`src/rtl/mult_rev_pkg.sv`:
```
// Shared definitions for the reversible multiplier pipeline.
//   W_DEFAULT      : default operand width (product is 2*W_DEFAULT bits)
//   unmul_state_t  : state encoding of the sequential uncompute engine
//   unmul_result_t : result bundle produced by the uncompute engine
package mult_rev_pkg;

  localparam int unsigned W_DEFAULT = 8;

  typedef enum logic [1:0] {
    S_IDLE,
    S_DIV,
    S_DONE
  } unmul_state_t;

  typedef struct packed {
    logic [W_DEFAULT-1:0] a;
    logic [W_DEFAULT-1:0] b;
    logic [W_DEFAULT-1:0] extra;
    logic                 rem_err;
    logic                 ovf;
    logic                 div0;
  } unmul_result_t;

endpackage

```
`src/rtl/rev_div_step.sv`:
```
// One combinational restoring-division step.
//   rem_in  [W:0]   partial remainder before the step
//   bit_in          next dividend bit shifted in at the bottom
//   divisor [W-1:0] divisor (nonzero in normal use)
//   rem_out [W:0]   partial remainder after the step
//   q_bit           quotient bit produced by the step
module rev_div_step #(
  parameter int unsigned W = 8
) (
  input  logic [W:0]   rem_in,
  input  logic         bit_in,
  input  logic [W-1:0] divisor,
  output logic [W:0]   rem_out,
  output logic         q_bit
);

  logic [W:0] shifted;
  logic [W:0] dvs;

  // The shifted remainder is W+2 bits wide; its top bit (rem_in[W]) is kept
  // out of the W+1-bit vector and folded into the compare, so nothing is lost.
  // When it is set the true value exceeds any W-bit divisor, and the
  // subtraction done modulo 2^(W+1) still yields the correct remainder.
  always_comb begin
    shifted = {rem_in[W-1:0], bit_in};
    dvs     = {1'b0, divisor};
    q_bit   = rem_in[W] | (shifted >= dvs);
    rem_out = q_bit ? (shifted - dvs) : shifted;
  end

endmodule

```
`src/rtl/mult8_unmul_seq.sv`:
```
// Sequential uncompute engine for the reversible multiplier: given product P
// and pass-through operand A, recovers B = P / A by restoring division, one
// quotient bit per cycle, and flags inexact, out-of-range or divide-by-zero
// uncomputes.
//   clk, rst_n           clock; synchronous active-low reset
//   in_valid/in_ready    request handshake (ready only while idle)
//   in_p [2W-1:0]        product to uncompute
//   in_a [W-1:0]         operand A
//   out_valid/out_ready  result handshake
//   out_a, out_b         A unchanged, recovered B = quotient[W-1:0]
//   out_extra            P[2W-1:W] of the latched product
//   out_rem_err          remainder nonzero
//   out_ovf              quotient[2W-1:W] nonzero
//   out_div0             A was zero
module mult8_unmul_seq
  import mult_rev_pkg::*;
#(
  parameter int unsigned W = W_DEFAULT
) (
  input  logic           clk,
  input  logic           rst_n,
  input  logic           in_valid,
  output logic           in_ready,
  input  logic [2*W-1:0] in_p,
  input  logic [W-1:0]   in_a,
  output logic           out_valid,
  input  logic           out_ready,
  output logic [W-1:0]   out_a,
  output logic [W-1:0]   out_b,
  output logic [W-1:0]   out_extra,
  output logic           out_rem_err,
  output logic           out_ovf,
  output logic           out_div0
);

  localparam int unsigned CW = $clog2(2 * W);

  unmul_state_t   state_q, state_d;
  logic [2*W-1:0] p_q, p_d;
  logic [W-1:0]   a_q, a_d;
  logic [W:0]     rem_q, rem_d;
  logic [2*W-1:0] quo_q, quo_d;
  logic [CW-1:0]  cnt_q, cnt_d;

  logic           out_valid_q, out_valid_d;
  logic [W-1:0]   out_a_q, out_a_d;
  logic [W-1:0]   out_b_q, out_b_d;
  logic [W-1:0]   out_extra_q, out_extra_d;
  logic           rem_err_q, rem_err_d;
  logic           ovf_q, ovf_d;
  logic           div0_q, div0_d;

  logic [W:0]     step_rem;
  logic           step_q;

  rev_div_step #(.W(W)) u_step (
    .rem_in  (rem_q),
    .bit_in  (p_q[cnt_q]),
    .divisor (a_q),
    .rem_out (step_rem),
    .q_bit   (step_q)
  );

  always_comb begin
    state_d     = state_q;
    p_d         = p_q;
    a_d         = a_q;
    rem_d       = rem_q;
    quo_d       = quo_q;
    cnt_d       = cnt_q;
    out_valid_d = out_valid_q;
    out_a_d     = out_a_q;
    out_b_d     = out_b_q;
    out_extra_d = out_extra_q;
    rem_err_d   = rem_err_q;
    ovf_d       = ovf_q;
    div0_d      = div0_q;

    unique case (state_q)
      S_IDLE: begin
        if (in_valid) begin
          p_d   = in_p;
          a_d   = in_a;
          rem_d = '0;
          quo_d = '0;
          if (in_a == '0) begin
            state_d     = S_DONE;
            out_valid_d = 1'b1;
            out_a_d     = in_a;
            out_b_d     = '0;
            out_extra_d = in_p[2*W-1:W];
            rem_err_d   = 1'b0;
            ovf_d       = 1'b0;
            div0_d      = 1'b1;
          end else begin
            state_d = S_DIV;
            cnt_d   = CW'(2 * W - 1);
          end
        end
      end

      S_DIV: begin
        rem_d        = step_rem;
        quo_d[cnt_q] = step_q;
        cnt_d        = cnt_q - 1'b1;
        // The final step's result is captured straight into the output
        // registers so DONE presents it without an extra cycle.
        if (cnt_q == '0) begin
          state_d     = S_DONE;
          out_valid_d = 1'b1;
          out_a_d     = a_q;
          out_b_d     = quo_d[W-1:0];
          out_extra_d = p_q[2*W-1:W];
          rem_err_d   = |rem_d;
          ovf_d       = |quo_d[2*W-1:W];
          div0_d      = 1'b0;
        end
      end

      S_DONE: begin
        if (out_ready) begin
          state_d     = S_IDLE;
          out_valid_d = 1'b0;
        end
      end

      default: state_d = S_IDLE;
    endcase
  end

  always_ff @(posedge clk) begin
    if (!rst_n) begin
      state_q     <= S_IDLE;
      p_q         <= '0;
      a_q         <= '0;
      rem_q       <= '0;
      quo_q       <= '0;
      cnt_q       <= '0;
      out_valid_q <= 1'b0;
      out_a_q     <= '0;
      out_b_q     <= '0;
      out_extra_q <= '0;
      rem_err_q   <= 1'b0;
      ovf_q       <= 1'b0;
      div0_q      <= 1'b0;
    end else begin
      state_q     <= state_d;
      p_q         <= p_d;
      a_q         <= a_d;
      rem_q       <= rem_d;
      quo_q       <= quo_d;
      cnt_q       <= cnt_d;
      out_valid_q <= out_valid_d;
      out_a_q     <= out_a_d;
      out_b_q     <= out_b_d;
      out_extra_q <= out_extra_d;
      rem_err_q   <= rem_err_d;
      ovf_q       <= ovf_d;
      div0_q      <= div0_d;
    end
  end

  assign in_ready    = (state_q == S_IDLE);
  assign out_valid   = out_valid_q;
  assign out_a       = out_a_q;
  assign out_b       = out_b_q;
  assign out_extra   = out_extra_q;
  assign out_rem_err = rem_err_q;
  assign out_ovf     = ovf_q;
  assign out_div0    = div0_q;

endmodule

```
`config.mk`:
```
export PLATFORM = sky130hd
export DESIGN_NAME = mult8_unmul_seq
export DESIGN_NICKNAME = d
export VERILOG_FILES = /design/src/rtl/mult_rev_pkg.sv /design/src/rtl/rev_div_step.sv /design/src/rtl/mult8_unmul_seq.sv
export SDC_FILE = /design/constraint.sdc
export NUM_CORES = 1
export LEC_CHECK = 0
export BUFFER_PORTS_ARGS = -buffer_cell sky130_fd_sc_hd__buf_2
export CORE_UTILIZATION = 49
export CTS_BUF_LIST = sky130_fd_sc_hd__clkbuf_16
export CTS_CLUSTER_DIAMETER = 200
export DETAILED_ROUTE_END_ITERATION = 12
export HOLD_SLACK_MARGIN = 0.06
export PLACE_DENSITY = 0.8
export SETUP_SLACK_MARGIN = 0.2
export SLEW_MARGIN = 20
export SYNTH_ARGS = -nofsm -noshare
export SYNTH_HDL_FRONTEND = slang
export SYNTH_SLANG_ARGS = --single-unit
export TNS_END_PERCENT = 50
```
`constraint.sdc`:
```
create_clock -name clk -period 6.9 [get_ports clk]
set_input_delay 1.38 -clock clk [delete_from_list [all_inputs] [get_ports clk]]
set_output_delay 1.38 -clock clk [all_outputs]
set_load 0.01 [all_outputs]
```
* Word-level counts from Yosys, hierarchy flattened *
Index checks and enable logic that the tools add are counted.

word-level totals
  register bits = 83
  latch bits = 0
  RAM bits = 0
  ROM bits = 0
  output and inout bits = 29
  memories kept = 0

operators by class
  $add $sub $neg = 2
  multiply operators = 0
  div/mod/pow operators = 0
  order comparisons = 3
  equality and inequality tests = 7
  shifts and indexed selects = 0
  muxes and demuxes = 43
  bitwise gates (word level) = 1
  reductions and logical operators = 14

operator list
  operator            number
  $mux 8              9
  $pmux 8 s2          3
  $pmux 16 s2         1
  $mux 9              2
  $pmux 9 s2          1
  $bwmux 16           1
  $mux 16             1
  $mux 1              11
  $ge 9x8->1          1
  $reduce_or 9->1     1
  $sub 9x8->9         1
  $logic_not 8->1     1
  $mux 2              4
  $mux 4              2
  $ne 2x2->1 const B  4
  $pmux 4 s2          1
  $reduce_or 8->1     1
  $pmux 1 s2          3
  $pmux 2 s3          1
  $reduce_and 3->1    2
  $lt 4x5->1 const B  1
  $reduce_and 5->1    1
  $bmux 1 s4          1
  $demux 1 s4         1
  14 further kinds    15

* Longest topological paths before layout *
  depth after elaboration = 8
  gate-level depth with buffers = 16
  gate-level depth less buffers = 14

* Modules after synthesis *
From an unflattened synthesis, not the netlist that was laid out.

unflattened totals
  cells, all modules = 500
  area total of the unflattened synthesis = 4,332.9 um2

modules (own cells, without submodules)
  module           instances  cells each  area an instance (um2)
  mult8_unmul_seq  1          425         3,804.9
  rev_div_step     1          75          528.0

* Worst setup path after synthesis *
OpenSTA, ideal clock, no wires.

  path type = register to register
  start = register cnt_q[0]
  end = register rem_err_q (netlist: out_rem_err)
  setup time = 127 ps
  arrival time = 3,179 ps
  data required time = 6,773 ps
  slack = 3,593 ps
  cell stages (with the launch flop) = 15
  period minus slack after synthesis = 3,307 ps
  cells stage by stage = dfxtp_1 > buf_2 > mux4_2 > a22oi_1 > nand2_1 > inv_1 > ha_1 > inv_1 > fa_1 > a211oi_1 > nor3_1 > a2111o_1 > a211o_1 > nor3_2 > a31oi_1

on the way
  cells in the longest elaborated chain, start to end = 8
  elaborated cells between the ends (all ways) = 12
  classes of those cells = 1 x add/sub; 1 x order compare; 1 x eq/ne; 5 x mux; 1 x bitwise; 3 x reduce/logical

ends and longest elaborated chain
  item                          RTL line                text
  from (decl)                   mult8_unmul_seq.sv:43   logic [CW-1:0] cnt_q, cnt_d;
  from (signal assigned)        mult8_unmul_seq.sv:152  cnt_q <= cnt_d;
  $bmux 1 s4                    mult8_unmul_seq.sv:58   .bit_in (p_q[cnt_q]),
  $mux 1 (implied by the code)  mult8_unmul_seq.sv:58
  $ge 9x8->1                    rev_div_step.sv:27      q_bit = rem_in[W] | (shifted >= dvs);
  $or 1x1->1                    rev_div_step.sv:27
  $mux 9                        rev_div_step.sv:28      rem_out = q_bit ? (shifted - dvs) : shifted;
  $reduce_or 9->1               mult8_unmul_seq.sv:114  rem_err_d = |rem_d;
  $mux 1                        mult8_unmul_seq.sv:108  if (cnt_q == '0) begin
  $pmux 1 s2                    mult8_unmul_seq.sv:79   unique case (state_q)
  to (signal assigned)          mult8_unmul_seq.sv:157  rem_err_q <= rem_err_d;
  to (decl)                     mult8_unmul_seq.sv:49   logic rem_err_q, rem_err_d;

Parallel ways exist; a longest one is shown, timed or not. The select of a mux whose other input is x is not followed.
A chain may end at the register's enable or synchronous reset.

* Worst setup path in the final report *
Ends and elaborated chain as after synthesis.

==> flow_metrics.env <==
export IMPL_fillCellCount=796
export IMPL_setup_violations=0
export IMPL_drt_total_wl_mm=10.5
export IMPL_leakagePower_nw=2.20
export IMPL_cp_end_kind="flip-flop"
export IMPL_min_to="a_q[1]"
export IMPL_cts_hold_fix_buffers=0
export IMPL_period_share_pct=52.4
export IMPL_tritoncts="yes"
export IMPL_grt_use_total_pct=22.7
export IMPL_grt_pass1_vias=3716
export IMPL_clk_latency_ns=0.34
export IMPL_drv_cap=0
export IMPL_antenna_found_initial=0
export IMPL_ys_warn_count=0
export IMPL_port_buffers=56
export IMPL_drt_initial_drc_count=327
export IMPL_cts_buffers=9
export IMPL_cp_max_fo=8
export IMPL_clk_path_buf_depth=2
export IMPL_r2r_end="out_rem_err"
export IMPL_critPathKind="reg -> reg"
export IMPL_worstSetupStartpointType="flip-flop"
export IMPL_synthFlopType="dfxtp_1"
export IMPL_hold_path_class="reg -> reg"
export IMPL_grt_pass1_wl_mm=17.6
export IMPL_place_inst=669
export IMPL_postCtsResizedCells=0
export IMPL_rows=34
export IMPL_rsz0062_at_grt="false"
export IMPL_synthesis_area_um2=4530
export IMPL_design_core_area_um2=8850
export IMPL_status="finished clean"
export IMPL_n_antenna_cell=0
export IMPL_syn_area_per_cell_um2=8.34
export IMPL_whs_path_depth=2
export IMPL_synth_seq_cells=82
export IMPL_viasPerCell=5.79
export IMPL_post_cts_buffers=0
export IMPL_hpwl_mm=7.20
export IMPL_period_needed_ns=3.62
export IMPL_fin_skew_ns=0.00722
export IMPL_wl_met3_um=662
export IMPL_clockRootBuffer="clkbuf_16"
export IMPL_ir_drop_v=0.000154
export IMPL_synth_edf_count=0
export IMPL_cts_clk_slew_worst_paths_ns=0.06
export IMPL_r2r_slack_ns=3.28
export IMPL_overflow=0
export IMPL_syn2layout_area_growth_pct=11.6
export IMPL_timing_fmax_mhz=277
export IMPL_drv_slew=0
export IMPL_htree_num_levels=3
export IMPL_drive_above_1_share_pct=16.3
export IMPL_ios=57
export IMPL_r2r_start="cnt_q[0]"
export IMPL_synthArstFlopShare_pct=0
export IMPL_worstMarginPinSlew_ns=0.987
export IMPL_syn_nets=587
export IMPL_finalHoldViolations=0
export IMPL_die_area_um2=9640
export IMPL_highest_layer="met4"
export IMPL_nets=615
export IMPL_min_delay_start="a_q[1]"
export IMPL_drc=0
export IMPL_relSlewSlack_pct=33.9
export IMPL_routed_via_count=3964
export IMPL_wl_met1_mm=4.60
export IMPL_first_pass_iters=7
export IMPL_p_per_area_nw_per_um2=289
export IMPL_yosysUniqueCellTypes=67
export IMPL_die_w_um=98.2
export IMPL_die_height_um=98.2
export IMPL_worstPathRequired_ns=7.12
export IMPL_arrival_ns=3.83
export IMPL_seq_area_frac_synth_pct=36.2
export IMPL_antenna_left=0
export IMPL_p_total_w=0.00146
export IMPL_final_cells=685
export IMPL_wire_per_inst_um=15.4
export IMPL_grt_max_degree=83
export IMPL_gp_congestion=0.869
export IMPL_syn_inst=544
export IMPL_clock_sinks=82
export IMPL_setup_tns_ns=0
export IMPL_reg2regPathDepth=13
export IMPL_initial_core_util_pct=51.2
export IMPL_route_met2_wl_mm=5.11
cell usage after synthesis, types with 2 or more instances:
master | count | share of area, %
a21boi_0 | 42 | 7.0
a21o_1 | 2 | 0.33
a21oi_1 | 25 | 2.8
a22oi_1 | 16 | 2.6
a32o_1 | 3 | 0.66
and2_1 | 15 | 2.1
and3_2 | 2 | 0.33
buf_2 | 5 | 0.55
buf_4 | 3 | 0.50
buf_6 | 4 | 0.99
clkbuf_1 | 26 | 2.2
clkbuf_8 | 2 | 0.61
dfxtp_1 | 82 | 36
ha_1 | 14 | 3.9
inv_1 | 16 | 1.3
mux2i_1 | 5 | 1.1
mux4_2 | 4 | 2.0
nand2_1 | 105 | 8.7
nand2b_1 | 3 | 0.41
nand3_1 | 12 | 1.3
nor2_1 | 22 | 1.8
nor2b_1 | 21 | 2.9
nor3_1 | 7 | 0.77
nor4_1 | 2 | 0.28
o211a_1 | 16 | 3.5
o211ai_1 | 7 | 1.2
o21a_1 | 6 | 0.99
o21ai_0 | 32 | 3.5
o31ai_1 | 2 | 0.33
or4_4 | 2 | 0.50
xnor2_1 | 3 | 0.58
xor2_1 | 3 | 0.58
area by class of cell:
class / count / area (µm²) / area share, %
Multi-Input combinational cell: 405 / 2610 / 51.6
Sequential cell: 82 / 1640 / 32.4
Timing Repair Buffer: 58 / 298 / 5.88
Clock buffer: 9 / 225 / 4.45
Tap cell: 108 / 135 / 2.67
Clock inverter: 7 / 92.6 / 1.83
Inverter: 16 / 60.1 / 1.19
power by group:
| group | internal [W] | switching [W] |
|---|---|---|
| Sequential | 0.000505 | 0.0000328 |
| Combinational | 0.000170 | 0.000250 |
| Clock | 0.000316 | 0.000190 |
| Total | 0.000991 | 0.000473 |
cell families (layout without fill, tap and decap cells):
logic type,Yosys count,count (layout),share of synthesized area (%)
and+or+nand+nor,209,209,23.0
AOI/OAI and AO/OA,166,166,26.0
DFF,82,82,36.2
buffers and inverters,57,90,6.24
adders and majority gates,15,15,4.30
muxes,9,9,3.09
xor gates and xnor gates,6,6,1.16
state kept, by name (all words and copies together), names as in the netlist:
name,cells
out_b,8
out_div0,1
cnt_q,4
a_q,8
out_ovf,1
out_rem_err,1
out_a,8
out_valid,1
quo_q,15
out_extra,8
rem_q,9
p_q,16
state_q,2
through the flow:
step | worst slack [ns] | hold slack (ns) | cell area, µm² | util [%]
after CTS | 3.27 | 0.470 | 5060 | 57.2
final | 3.28 | 0.463 | 5060 | 57.2
after global routing | 3.01 | 0.490 | 5060 | 57.2
after global placement | 3.43 | 0.451 | 4740 | 53.6
after detailed placement | 3.31 | 0.462 | 4740 | 53.6
after floorplan | 3.59 | 0.440 | 4530 | -
critical path, cell delays in order (launching register included):
cell      delay, ns
dfxtp_1        0.56
mux4_2         0.56
a22oi_1        0.18
nand2_1        0.16
inv_1          0.12
ha_1           0.15
inv_1          0.05
fa_1           0.42
a211oi_1       0.30
nor3_1         0.09
a2111o_1       0.40
a211o_1        0.32
nor3_2         0.10
a31oi_1        0.09
worst max-delay path by stage:
stage | start | endpoint | slack, ns | depth (start not counted)
floorplan | cnt_q[0] | out_rem_err | 3.59 | 14
global placement | cnt_q[0] | out_rem_err | 3.43 | 13
detailed placement | cnt_q[0] | out_rem_err | 3.31 | 13
CTS | cnt_q[0] | out_rem_err | 3.27 | 13
global route | cnt_q[0] | out_rem_err | 3.01 | 13
finish | cnt_q[0] | out_rem_err | 3.28 | 13
cell usage in the layout, fill, tap and decap left out, types with 2 or more instances in the layout:
| cell | count |
|---|---|
| dfxtp_1 | 82 |
| or4_4 | 2 |
| mux2i_1 | 5 |
| a22oi_1 | 16 |
| nor2_1 | 22 |
| nor3_1 | 7 |
| a21oi_1 | 25 |
| bufinv_16 | 2 |
| a21boi_0 | 42 |
| o21a_1 | 6 |
| and3_2 | 2 |
| nand2_1 | 105 |
| xor2_1 | 3 |
| mux4_2 | 4 |
| clkbuf_16 | 9 |
| inv_1 | 16 |
| o31ai_1 | 2 |
| o211a_1 | 16 |
| o211ai_1 | 7 |
| o21ai_0 | 32 |
| nand2b_1 | 3 |
| a32o_1 | 3 |
| nand3_1 | 12 |
| buf_4 | 3 |
| nor4_1 | 2 |
| buf_2 | 55 |
| ha_1 | 14 |
| xnor2_1 | 3 |
| a21o_1 | 2 |
| clkinvlp_4 | 2 |
| and2_1 | 15 |
| nor2b_1 | 21 |
per-layer routing:
metal | vias to the layer above | global-route usage (%)
met1 | 1845 | 28.5
met4 | 0 | 6.54
met2 | 144 | 38.4
li1 | 1957 | -
met5 | - | 0
met3 | 18 | 5.94
Power figures use the tool's default switching activity.
